**config.mk**
```make
export PLATFORM = sky130hd
export DESIGN_NAME = io_expander_sched
export DESIGN_NICKNAME = d
export VERILOG_FILES = /design/src/rtl/io_expander_pkg.sv /design/src/rtl/io_expander_timer.sv /design/src/rtl/io_expander_sched.sv
export SDC_FILE = /design/constraint.sdc
export NUM_CORES = 1
export LEC_CHECK = 0
export BUFFER_PORTS_ARGS = -buffer_cell sky130_fd_sc_hd__buf_4
export CAP_MARGIN = 20
export CORE_MARGIN = 1.5
export CORE_UTILIZATION = 57
export CTS_CLUSTER_DIAMETER = 200
export DETAILED_ROUTE_END_ITERATION = 12
export GPL_ROUTABILITY_DRIVEN = 0
export PLACE_DENSITY = 0.84
export SLEW_MARGIN = 30
export SYNTH_ARGS = -nofsm -noshare
export SYNTH_HDL_FRONTEND = slang
export SYNTH_HIERARCHICAL = 1
export SYNTH_SLANG_ARGS = --single-unit
```
**constraint.sdc**
```tcl
create_clock -name i_clk -period 3.42 [get_ports i_clk]
set_input_delay 0.684 -clock i_clk [delete_from_list [all_inputs] [get_ports i_clk]]
set_output_delay 0.684 -clock i_clk [all_outputs]
set_load 0.1 [all_outputs]
```
**src/rtl/io_expander_pkg.sv**
```systemverilog
// Shared constants and types for the I2C GPIO expander scheduler.
//   - Expander register indices and the configuration values written after reset.
//   - Scheduler FSM state encoding.
//   - Kind tag for the transaction in flight, used to route its completion.
package io_expander_pkg;

   // Expander register map
   localparam logic [7:0] REG_IN1  = 8'h01;  // port 1 input byte (buttons)
   localparam logic [7:0] REG_OUT0 = 8'h02;  // port 0 output byte {link_pow, led}
   localparam logic [7:0] REG_CFG0 = 8'h06;  // port 0 direction
   localparam logic [7:0] REG_CFG1 = 8'h07;  // port 1 direction

   // Direction values: 0 = output, 1 = input
   localparam logic [7:0] CFG0_VAL = 8'h00;
   localparam logic [7:0] CFG1_VAL = 8'hFF;

   typedef enum logic [2:0] {
      StInit0   = 3'd0,
      StInit1   = 3'd1,
      StIdle    = 3'd2,
      StIssue   = 3'd3,
      StWait    = 3'd4,
      StBackoff = 3'd5
   } state_e;

   typedef enum logic [1:0] {
      KindCfg0  = 2'd0,
      KindCfg1  = 2'd1,
      KindWrite = 2'd2,
      KindRead  = 2'd3
   } txn_kind_e;

endpackage

```
**src/rtl/io_expander_timer.sv**
```systemverilog
// Periodic cycle timer with a single-cycle wrap pulse.
//   i_clk    : clock
//   i_reset  : asynchronous active-high reset, count returns to zero
//   i_en     : advance the count this cycle
//   i_clear  : synchronously return the count to zero (wins over i_en)
//   o_wrap   : high on the enabled cycle that completes a CYCLES-long period
// With i_en held high the pulse fires every CYCLES cycles, first on the CYCLES-th
// enabled cycle after reset or clear.
module io_expander_timer #(
   parameter int unsigned CYCLES = 100
) (
   input  logic i_clk,
   input  logic i_reset,
   input  logic i_en,
   input  logic i_clear,
   output logic o_wrap
);

   localparam int unsigned CNT_W = (CYCLES > 1) ? $clog2(CYCLES) : 1;
   localparam logic [CNT_W-1:0] LAST_CNT = CNT_W'(CYCLES - 1);

   logic [CNT_W-1:0] cnt_q, cnt_d;

   always_comb begin
      o_wrap = i_en && (cnt_q == LAST_CNT);
      cnt_d  = cnt_q;
      if (i_clear) begin
         cnt_d = '0;
      end else if (i_en) begin
         cnt_d = o_wrap ? '0 : cnt_q + 1'b1;
      end
   end

   always_ff @(posedge i_clk or posedge i_reset) begin
      if (i_reset) begin
         cnt_q <= '0;
      end else begin
         cnt_q <= cnt_d;
      end
   end

endmodule

```
**src/rtl/io_expander_sched.sv**
```systemverilog
// Scheduler for all traffic to the I2C GPIO expander through one transaction-level
// I2C master. Configures port directions after reset, then arbitrates between
// output-register writes (LEDs, link power) and periodic button polls.
// Ports:
//   i_clk, i_reset        : clock, asynchronous active-high reset
//   i_led, i_link_pow     : requested output state; mirrored to the expander
//   o_button              : last successfully read button byte
//   o_nack_cnt            : saturating count of NACKed transactions
//   o_init_done           : both direction writes have been ACKed
//   o_txn_*               : request to the master, held stable while valid && !ready
//   i_txn_ready           : master accepts the request when valid && ready
//   i_txn_done/nack/rdata : completion pulse, failure flag and read data
module io_expander_sched
   import io_expander_pkg::*;
#(
   parameter int unsigned CLK_RATE_HZ  = 50_000_000,
   parameter int unsigned POLL_RATE_HZ = 100,
   parameter int unsigned RETRY_CYCLES = 5000,
   parameter logic [6:0]  DEV_ADDR     = 7'h20
) (
   input  logic       i_clk,
   input  logic       i_reset,
   input  logic [3:0] i_led,
   input  logic [3:0] i_link_pow,
   output logic [7:0] o_button,
   output logic [7:0] o_nack_cnt,
   output logic       o_init_done,
   output logic       o_txn_valid,
   input  logic       i_txn_ready,
   output logic [6:0] o_txn_addr,
   output logic       o_txn_rw,
   output logic [7:0] o_txn_reg,
   output logic [7:0] o_txn_wdata,
   input  logic       i_txn_done,
   input  logic       i_txn_nack,
   input  logic [7:0] i_txn_rdata
);

   localparam int unsigned POLL_CYCLES = CLK_RATE_HZ / POLL_RATE_HZ;

   state_e      state_q, state_d;
   txn_kind_e   kind_q, kind_d;
   logic [7:0]  shadow_q, shadow_d;
   logic [7:0]  button_q, button_d;
   logic [7:0]  nack_cnt_q, nack_cnt_d;
   logic        init_done_q, init_done_d;
   logic        valid_q, valid_d;
   logic        rw_q, rw_d;
   logic [7:0]  reg_q, reg_d;
   logic [7:0]  wdata_q, wdata_d;
   logic        poll_pend_q, poll_pend_d;

   logic [7:0]  want;
   logic        poll_wrap;
   logic        poll_clr;
   logic        backoff_active;
   logic        backoff_wrap;

   assign want           = {i_link_pow, i_led};
   assign backoff_active = (state_q == StBackoff);

   // Poll period runs only once the expander is configured.
   io_expander_timer #(
      .CYCLES (POLL_CYCLES)
   ) u_poll_timer (
      .i_clk   (i_clk),
      .i_reset (i_reset),
      .i_en    (init_done_q),
      .i_clear (1'b0),
      .o_wrap  (poll_wrap)
   );

   // Held at zero outside BACKOFF so every backoff lasts exactly RETRY_CYCLES.
   io_expander_timer #(
      .CYCLES (RETRY_CYCLES)
   ) u_backoff_timer (
      .i_clk   (i_clk),
      .i_reset (i_reset),
      .i_en    (backoff_active),
      .i_clear (!backoff_active),
      .o_wrap  (backoff_wrap)
   );

   always_comb begin
      state_d     = state_q;
      kind_d      = kind_q;
      shadow_d    = shadow_q;
      button_d    = button_q;
      nack_cnt_d  = nack_cnt_q;
      init_done_d = init_done_q;
      valid_d     = valid_q;
      rw_d        = rw_q;
      reg_d       = reg_q;
      wdata_d     = wdata_q;
      poll_clr    = 1'b0;

      unique case (state_q)
         StInit0: begin
            kind_d  = KindCfg0;
            reg_d   = REG_CFG0;
            wdata_d = CFG0_VAL;
            rw_d    = 1'b0;
            valid_d = 1'b1;
            state_d = StIssue;
         end

         StInit1: begin
            kind_d  = KindCfg1;
            reg_d   = REG_CFG1;
            wdata_d = CFG1_VAL;
            rw_d    = 1'b0;
            valid_d = 1'b1;
            state_d = StIssue;
         end

         StIdle: begin
            // Writes outrank polls; the snapshot taken here is what goes on the bus.
            if (want != shadow_q) begin
               kind_d  = KindWrite;
               reg_d   = REG_OUT0;
               wdata_d = want;
               rw_d    = 1'b0;
               valid_d = 1'b1;
               state_d = StIssue;
            end else if (poll_pend_q) begin
               kind_d   = KindRead;
               reg_d    = REG_IN1;
               rw_d     = 1'b1;
               valid_d  = 1'b1;
               poll_clr = 1'b1;
               state_d  = StIssue;
            end
         end

         StIssue: begin
            if (i_txn_ready) begin
               valid_d = 1'b0;
               state_d = StWait;
            end
         end

         StWait: begin
            if (i_txn_done) begin
               if (i_txn_nack) begin
                  if (nack_cnt_q != 8'hFF) begin
                     nack_cnt_d = nack_cnt_q + 8'd1;
                  end
                  state_d = StBackoff;
               end else begin
                  unique case (kind_q)
                     KindCfg0: begin
                        state_d = StInit1;
                     end
                     KindCfg1: begin
                        init_done_d = 1'b1;
                        state_d     = StIdle;
                     end
                     KindWrite: begin
                        shadow_d = wdata_q;
                        state_d  = StIdle;
                     end
                     KindRead: begin
                        button_d = i_txn_rdata;
                        state_d  = StIdle;
                     end
                     default: state_d = StIdle;
                  endcase
               end
            end
         end

         StBackoff: begin
            // A failed write re-arbitrates from IDLE and retries since the mismatch
            // persists; a failed poll is simply dropped.
            if (backoff_wrap) begin
               unique case (kind_q)
                  KindCfg0: state_d = StInit0;
                  KindCfg1: state_d = StInit1;
                  default:  state_d = StIdle;
               endcase
            end
         end

         default: state_d = StInit0;
      endcase
   end

   // A wrap coinciding with the IDLE clear keeps the request pending.
   assign poll_pend_d = poll_wrap | (poll_pend_q & ~poll_clr);

   always_ff @(posedge i_clk or posedge i_reset) begin
      if (i_reset) begin
         state_q     <= StInit0;
         kind_q      <= KindCfg0;
         shadow_q    <= 8'h00;
         button_q    <= 8'h00;
         nack_cnt_q  <= 8'h00;
         init_done_q <= 1'b0;
         valid_q     <= 1'b0;
         rw_q        <= 1'b0;
         reg_q       <= 8'h00;
         wdata_q     <= 8'h00;
         poll_pend_q <= 1'b0;
      end else begin
         state_q     <= state_d;
         kind_q      <= kind_d;
         shadow_q    <= shadow_d;
         button_q    <= button_d;
         nack_cnt_q  <= nack_cnt_d;
         init_done_q <= init_done_d;
         valid_q     <= valid_d;
         rw_q        <= rw_d;
         reg_q       <= reg_d;
         wdata_q     <= wdata_d;
         poll_pend_q <= poll_pend_d;
      end
   end

   assign o_button    = button_q;
   assign o_nack_cnt  = nack_cnt_q;
   assign o_init_done = init_done_q;
   assign o_txn_valid = valid_q;
   assign o_txn_addr  = DEV_ADDR;
   assign o_txn_rw    = rw_q;
   assign o_txn_reg   = reg_q;
   assign o_txn_wdata = wdata_q;

endmodule
```
# ---- After elaboration in Yosys (flattened, before gate mapping)
# Index checks and enable logic that the tools add are counted.
dict set report classes {
  n_eq_ne 17
  add_sub_neg 3
  n_bitwise 4
  reduce_logical 18
  n_mux 29
}
# op n
set op_table {}
lappend op_table {{8-bit case mux with 3 select lines} 2}
lappend op_table {{13-bit 2-to-1 mux} 2}
lappend op_table {{8-bit 2-to-1 mux} 3}
lappend op_table {{4-bit AND reduction} 5}
lappend op_table {{19-bit by 1-bit adder with 19-bit output (second input constant)} 1}
lappend op_table {{19-bit equality test (second input constant)} 1}
lappend op_table {{19-bit 2-to-1 mux} 1}
lappend op_table {{3-bit 2-to-1 mux} 6}
lappend op_table {{3-bit case mux with 5 select lines} 1}
lappend op_table {{13-bit by 1-bit adder with 13-bit output (second input constant)} 1}
lappend op_table {{13-bit equality test (second input constant)} 1}
lappend op_table {{8-bit by 1-bit adder with 8-bit output (second input constant)} 1}
lappend op_table {{2-bit inequality test (second input constant)} 4}
lappend op_table {{8-bit inequality test} 1}
lappend op_table {{8-bit inequality test (second input constant)} 1}
lappend op_table {{1-bit 2-to-1 mux} 7}
lappend op_table {{3-bit by 2-bit equality test with 1-bit output (second input constant)} 2}
lappend op_table {{3-bit equality test (second input constant)} 2}
lappend op_table {{2-bit case mux with 3 select lines} 1}
lappend op_table {{3-bit case mux with 2 select lines} 1}
lappend op_table {{2-bit AND reduction} 3}
lappend op_table {{3-bit nonzero test} 2}
lappend op_table {{2-bit equality test (second input constant)} 2}
lappend op_table {{2-bit 2-to-1 mux} 2}
lappend op_table {{16 further kinds} 18}
dict set report totals {
  inputBits 21
  register_bits 81
  output_inout_bits 42
  wordCells 84
}

# ---- Depth between registers and ports, before layout
# Gate-level depths: netlist of the first run.
dict set report depth {
  ltp_word 6
  mapped_depth 12
}

# ---- Cells and area by module
# Netlist of the first run, hierarchy kept.
# mod n_inst cells_per_inst area_each_um2 seq_area_each_um2
set by_module_without_submodules {}
lappend by_module_without_submodules {io_expander_sched 1 203 2187.1 1076.0}
lappend by_module_without_submodules {{io_expander_timer (u_poll_timer)} 1 118 1079.8 475.5}
lappend by_module_without_submodules {{io_expander_timer (u_backoff_timer)} 1 75 698.2 325.3}

# ---- Worst setup path after synthesis of the first run
# Ideal clock, no wire load.
dict set report synth_path {
  kind {reg-to-reg}
  start {reg u_backoff_timer.cnt_q[5]}
  end {reg state_q[0]}
  path_buffers 1
  path_stages_with_launch 10
  path_slack_ns 0.705
  period_less_slack_ns 2.715
  setup_time_ns 0.067
  t_arrival_ns 2.648
  cell_sequence {dfrtp_1 > or4b_1 > or4_1 > buf_2 > nor2_1 > mux2i_1 > o2bb2ai_2 > or4_1 > a31oi_1 > o41a_1}
}
dict set report synth_via {
  elab_chain_cells 4
}
# item line_no
set synth_rtl {}
lappend synth_rtl {{start, declared} io_expander_timer.sv:22} ;# logic [CNT_W-1:0] cnt_q, cnt_d;
lappend synth_rtl {{start signal, assigned} io_expander_timer.sv:38} ;# cnt_q <= cnt_d;
lappend synth_rtl {{13-bit equality test} io_expander_timer.sv:25} ;# o_wrap = i_en && (cnt_q == LAST_CNT);
lappend synth_rtl {{1-bit logical AND} io_expander_timer.sv:25}
lappend synth_rtl {{via backoff_wrap} io_expander_sched.sv:57} ;# logic backoff_wrap;
lappend synth_rtl {{2-bit inequality test (no source line)} -}
lappend synth_rtl {{4-bit AND reduction (no source line)} -}
lappend synth_rtl {{end signal, assigned} io_expander_sched.sv:193} ;# state_q <= StInit0;
lappend synth_rtl {{end signal, assigned} io_expander_sched.sv:205} ;# state_q <= state_d;
lappend synth_rtl {{end, declared} io_expander_sched.sv:41} ;# state_e state_q, state_d;
# The timed path passes the listed nets, and every way through them passes these cells.
# A chain may end at the register's enable or synchronous reset.

# ---- Final worst setup path of the first run
# Same ends and word-level chain as after synthesis.

==> flow_metrics.env, run 1 <==
export IMPL_status="completed"
export IMPL_grt_pass1_vias=2993
export IMPL_fmax_mhz=335.3
export IMPL_setup_violations=0
export IMPL_worstSetupPathType="reg -> reg"
export IMPL_switching_power_uw=1657
export IMPL_synth_top_cell_area_share_pct=47.33
export IMPL_synth_ff_type="dfrtp_1"
export IMPL_max_slew_worst_pin_slew_ps=793.0
export IMPL_largest_register="u_poll_timer/cnt_q"
export IMPL_dp_hpwl_mm=5.668
export IMPL_area_growth_pct=13.41
export IMPL_relSlewSlack_pct=46.94
export IMPL_drc_errors=0
export IMPL_hold_buffers=0
export IMPL_die_w_um=86.41
export IMPL_row_count=30
export IMPL_power_frac_comb_pct=44.4
export IMPL_hold_violations=0
export IMPL_viasPerCell=5.834
export IMPL_cts_resized=0
export IMPL_ys_warn_count=6
export IMPL_antenna_cells=0
export IMPL_layout_nets=470
export IMPL_p_int_uw=1695
export IMPL_seqPwrFrac_pct=36.7
export IMPL_postRouteAntennaNets=0
export IMPL_drive_above_1_share_pct=21.51
export IMPL_synth_cell_types=61
export IMPL_slew_viol_final=0
export IMPL_switching_share_pct=49.42
export IMPL_r2r_end="state_q[0]$_DFFE_PP0P_"
export IMPL_clk_latency_ps=340
export IMPL_die_area_um2=7466
export IMPL_drt_iter0_markers=226
export IMPL_synth_top_family_by_area="simple AND/OR/NAND/NOR gates"
export IMPL_synth_area_per_cell_um2=10.01
export IMPL_required_ps=3700
export IMPL_cp_max_fo=6
export IMPL_worstHoldPathType="in -> async"
export IMPL_critPathLaunchType="flip-flop"
export IMPL_fin_skew_ps=6.836
export IMPL_synth_adder_area_share_pct=0.9467
export IMPL_grt_max_degree=44
export IMPL_highest_layer="met4"
export IMPL_met2_wirelength_mm=3.756
export IMPL_rsz0062_at_grt="no"
export IMPL_ir_drop_mv=0.6885
export IMPL_layout_common_cells="75 x dfrtp_1, 52 x buf_4, 47 x nor2_1"
export IMPL_syn_area_um2=3965
export IMPL_yosys_area_share_simple_pct=21.21
export IMPL_cap_viol_max_count=0
export IMPL_grt_pass1_wl_mm=13.90
export IMPL_p_per_area_nw_per_um2=745.5
export IMPL_die_h_um=86.41
export IMPL_io_buffers=50
export IMPL_largestRegisters="u_poll_timer/cnt_q x19, u_backoff_timer/cnt_q x13"
export IMPL_cts_max_level=3
export IMPL_clk_pin_slew_ps=80
export IMPL_tns_ps=0
export IMPL_netlist_top_cell_by_area="dfrtp_1"
export IMPL_r2r_slack_ps=440
export IMPL_core_area_um2=6756
export IMPL_clockBufferDepth=2
export IMPL_cts_tree="built"
export IMPL_synth_edff_count=0
export IMPL_largest_register_ffs=19
export IMPL_min_period_ps=2982
export IMPL_synthMuxAreaShare_pct=5.080
export IMPL_wl_met3_um=490
export IMPL_utilization_pct=66.56
export IMPL_end_kind="flip-flop"
export IMPL_ys_seq_area_share_pct=47.33
export IMPL_synth_compound_area_share_pct=11.27
export IMPL_power_share_clock_pct=18.9
export IMPL_routed_via_count=3098
export IMPL_met1_length_mm=3.662
export IMPL_syn_instance_count=396
export IMPL_synth_xor_area_share_pct=7.731
export IMPL_clock_root_buffer="clkbuf_8"
export IMPL_n_fill_cell=531
export IMPL_async_reset_ff_share_pct=100.0
export IMPL_timing_rr_start="u_backoff_timer/cnt_q[5]$_DFFE_PP0P_"
export IMPL_clkSinkCount=75
export IMPL_antenna_found_initial=0
export IMPL_cts_setup_buffers=0
export IMPL_crit_arrival_ps=3260
export IMPL_first_pass_iters=5
export IMPL_wl_mm=7.999
export IMPL_yosys_top_cells_area="dfrtp_1 47%, xnor2_1 6.4%, mux2_2 4.8%"
export IMPL_gr_total_overflow=0
export IMPL_track_usage_pct=23.78
export IMPL_start_util_pct=58.69
export IMPL_io_pins=63
export IMPL_cts_buffers=9
export IMPL_wl_per_cell_um=15.06
export IMPL_leakagePower_uw=0.001925
export IMPL_rr_worst_depth=8
export IMPL_ys_seq_elements=75
export IMPL_final_common_cell="dfrtp_1"
export IMPL_final_period_utilization_pct=87.19
## Yosys cell counts (2+ instances only)
library cell  instances
a32oi_1               2
conb_1                2
nand2b_1              6
or3_1                 7
nor2_1               47
nand2_1              27
or4_1                 5
a21oi_1               5
nor4_1                8
a21o_1                3
xor2_1                6
o211ai_1              2
buf_4                14
nand4_1              13
ha_1                  3
clkbuf_8              3
xnor2_1              29
inv_1                14
a31oi_1               2
nor3b_1               3
dfrtp_1              75
nand4b_1              2
o2111ai_1             3
a211oi_1              8
clkbuf_1              5
nand3_1              14
o21ai_0              20
a32o_1                2
o21bai_1              3
nor3_1               15
nand3b_1              2
mux2_2               17
## critical path, stage by stage, from the launching register on
cell,delay (ps)
dfrtp_1,420
or4b_1,520
or4_1,660
nor2_1,190
mux2i_1,110
o2bb2ai_2,170
or4_1,500
a31oi_1,190
o41a_1,160
## final cells by class
type	count	area [um^2]	area share, %
Multi-Input combinational cell	294	1889	42.01
Sequential cell	75	1877	41.74
Timing Repair Buffer	52	390.4	8.681
Clock buffer	11	151.4	3.367
Tap cell	80	100.1	2.226
Inverter	14	52.55	1.169
Clock inverter	5	36.28	0.8069
## worst max path at each step
stage | start | to | slack [ps] | depth (start not counted)
after floorplan | u_backoff_timer/cnt_q[5]$_DFFE_PP0P_ | state_q[0]$_DFFE_PP0P_ | 710 | 9
after global placement | u_backoff_timer/cnt_q[5]$_DFFE_PP0P_ | state_q[0]$_DFFE_PP0P_ | 540 | 8
after detailed placement | u_backoff_timer/cnt_q[5]$_DFFE_PP0P_ | state_q[0]$_DFFE_PP0P_ | 500 | 8
final | u_backoff_timer/cnt_q[5]$_DFFE_PP0P_ | state_q[0]$_DFFE_PP0P_ | 440 | 8
after global routing | u_backoff_timer/cnt_q[5]$_DFFE_PP0P_ | state_q[0]$_DFFE_PP0P_ | 320 | 8
after CTS | u_backoff_timer/cnt_q[5]$_DFFE_PP0P_ | state_q[0]$_DFFE_PP0P_ | 460 | 8
## logic make-up (layout without fill, tap and decap cells)
kind of cell	Yosys count	in the layout
flip-flops	75	75
AO/OA/AOI/OAI	62	62
multiplexers	18	18
adder cells (fa/ha/maj)	3	3
AND/OR/NAND/NOR	161	161
buffers and inverters	40	82
XOR/XNOR	35	35
other	2	15
## power groups by stage
stage                     clock network (uW)  logic, uW  registers (uW)
after floorplan                            0        628            1830
after global placement                     0       1460            1230
after detailed placement                   0       1480            1240
after CTS                                648       1490            1230
after global routing                     689       1560            1260
final                                    634       1490            1230
## through the flow
| step | hold slack, ps | cell area (um^2) | worst slack, ps | cells | power (uW) |
|---|---|---|---|---|---|
| floorplan | 496.9 | 4014 | 705.5 | 409 | 2460 |
| global placement | 490.1 | 4309 | 544.3 | 515 | 2688 |
| detailed placement | 499.2 | 4309 | 497.7 | 515 | 2727 |
| CTS | 380.6 | 4497 | 457.4 | 531 | 3366 |
| global route | 405.5 | 4497 | 323.2 | 531 | 3517 |
| finish | 387.6 | 4497 | 438.0 | 531 | 3352 |
## routing by layer
metal | global-route usage (%) | vias to the layer above
met5 | 0 | -
met4 | 9.677 | 0
met3 | 5.524 | 5
met2 | 36.43 | 112
met1 | 32.89 | 1496
li1 | - | 1485
Power figures use the tool's default switching activity.
==> inputs of run 2 (changes only) <==
Settings changed: CORE_ASPECT_RATIO from default to 1.75.
==> run 2 against run 1 <==
Clock skew is 0.81 ps lower. First-iteration DRC count is 53% higher. Cell area is 2.4% higher. Worst hold slack better by 4.7 ps. Core utilization is 1.1 points higher. Global-route usage is 0.50 points higher. Sequential power hardly changed.
==> flow_metrics.env, run 2 (synthesis gave the netlist of run 1 again) <==
export IMPL_status="completed"
export IMPL_grt_pass1_vias=3065
export IMPL_cp_num_buf_inv=0
export IMPL_hold_buffers=0
export IMPL_worst_path_max_delay_cell="or4_1"
export IMPL_drt_iter0_markers=345
export IMPL_start_util_pct=58.25
export IMPL_placed_cell_area_um2=4323
export IMPL_clockBufferDepth=2
export IMPL_end_kind="flip-flop"
export IMPL_final_period_utilization_pct=85.35
export IMPL_p_per_area_nw_per_um2=783.4
export IMPL_final_area_um2=4604
export IMPL_cts_tree="built"
export IMPL_rsz0062_at_grt="no"
export IMPL_leakagePower_uw=0.001979
export IMPL_antenna_cells=0
export IMPL_hold_violations=0
export IMPL_grt_pass1_wl_mm=13.87
export IMPL_wl_mm=8.509
export IMPL_setup_violations=0
export IMPL_fmax_mhz=342.6
export IMPL_cts_buffers=9
export IMPL_ir_drop_mv=0.6295
export IMPL_largest_register_ffs=19
export IMPL_first_pass_iters=4
export IMPL_cap_viol_max_count=0
export IMPL_clk_latency_ps=330
export IMPL_die_h_um=113.3
export IMPL_grt_max_degree=31
export IMPL_gr_total_overflow=0
export IMPL_io_buffers=50
export IMPL_post_place_cells=520
export IMPL_crit_arrival_ps=3190
export IMPL_critPathLaunchType="flip-flop"
export IMPL_max_slew_worst_pin_slew_ps=774.9
export IMPL_layout_nets=471
export IMPL_use_met2_pct=41.82
export IMPL_worstSetupPathType="reg -> reg"
export IMPL_cts_setup_buffers=0
export IMPL_clkSinkCount=75
export IMPL_grt_use_met1_pct=27.84
export IMPL_min_period_ps=2919
export IMPL_clock_root_buffer="clkbuf_16"
export IMPL_tns_ps=0
export IMPL_critPathTopFamily="simple AND/OR/NAND/NOR gates"
export IMPL_area_growth_pct=16.13
export IMPL_die_w_um=66.05
export IMPL_grtUsageMet3_pct=5.964
export IMPL_crit_top_cell="or4_1"
export IMPL_viasPerCell=5.927
export IMPL_largestRegisters="u_poll_timer/cnt_q x19, u_backoff_timer/cnt_q x13"
export IMPL_top_usage_layer="met2"
export IMPL_n_fill_cell=541
export IMPL_row_count=40
export IMPL_largest_register="u_poll_timer/cnt_q"
export IMPL_cts_resized=0
export IMPL_pre_cts_slack_ps=525.4
export IMPL_core_area_um2=6807
export IMPL_drive_above_1_share_pct=21.68
export IMPL_slew_viol_final=0
export IMPL_multi_input_area_um2=1889
export IMPL_setup_slack_ps=501.0
export IMPL_io_pins=63
export IMPL_cp_max_fo=6
export IMPL_relSlewSlack_pct=48.23
export IMPL_layout_common_cells="75 x dfrtp_1, 53 x buf_4, 47 x nor2_1"
export IMPL_dp_hpwl_mm=6.128
export IMPL_fin_cells=536
export IMPL_cp_slowest_stage_delay_ps=660
export IMPL_cp_cell_sequence="or4b_1 > or4_1 > nor2_1 > mux2i_1 > o2bb2ai_2 > or4_1 > a31oi_1 > o41a_1"
export IMPL_ff_latch_area_um2=1877
export IMPL_required_ps=3700
export IMPL_wl_per_cell_um=15.88
export IMPL_routed_via_count=3177
export IMPL_fin_skew_ps=6.025
export IMPL_drc_errors=0
export IMPL_die_area_um2=7485
export IMPL_whs_ps=392.3
export IMPL_clk_pin_slew_ps=60
export IMPL_final_common_cell="dfrtp_1"
export IMPL_worstHoldPathType="in -> async"
export IMPL_postRouteAntennaNets=0
export IMPL_antenna_found_initial=0
export IMPL_cts_max_level=3
export IMPL_track_usage_pct=24.28
[run 2: layout make-up]
class | instances | area share, %
clock inverters | 4 | 0.5435
flip-flops and latches | 75 | 40.76
well taps | 84 | 2.283
multi-input cells | 294 | 41.03
clock buffers | 12 | 5.571
repair buffers | 53 | 8.641
inverters | 14 | 1.168
[run 2: path summary, 6_finish.rpt]
path	cells past startpoint	to	from	slack, ps
hold reg to reg	1	o_nack_cnt[7]$_DFFE_PP0P_	o_nack_cnt[7]$_DFFE_PP0P_	500
max in group asynchronous	3	o_button[0]$_DFFE_PP0P_	i_reset	2430
setup / recovery	8	state_q[0]$_DFFE_PP0P_	u_backoff_timer/cnt_q[5]$_DFFE_PP0P_	500
hold / removal	2	u_backoff_timer/cnt_q[6]$_DFFE_PP0P_	i_reset	390
setup reg to reg	8	state_q[0]$_DFFE_PP0P_	u_backoff_timer/cnt_q[5]$_DFFE_PP0P_	500
min in group i_clk	1	o_nack_cnt[7]$_DFFE_PP0P_	o_nack_cnt[7]$_DFFE_PP0P_	500
[run 2: per-layer routing]
metal,vias to the layer above,part of all wire [%]
met4,0,2.6
met2,99,54
met3,16,4.0
li1,1488,-
met5,-,0
met1,1574,39
[run 2: per-stage QoR]
| step | power (uW) | utilization [%] |
|---|---|---|
| 3_3_place_gp | 2697 | 63.49 |
| 5_1_grt | 3764 | 67.65 |
| 4_1_cts | 3621 | 67.65 |
| 6_report | 3607 | 67.65 |
| 2_1_floorplan | 2460 | - |
| 3_5_place_dp | 2728 | 63.51 |
[run 2: power breakdown]
part	switching, uW	internal (uW)	total, uW
Clock	352	528	880
Sequential	160	1040	1200
Combinational	1170	366	1530
[run 2: worst reg2reg max path: cells and delay by family (launching register included)]
kind               cells  cell delay, ps
DFF                    1             420
muxes                  1             110
AOI/OAI and AO/OA      3             480
and+or+nand+nor        4            1860
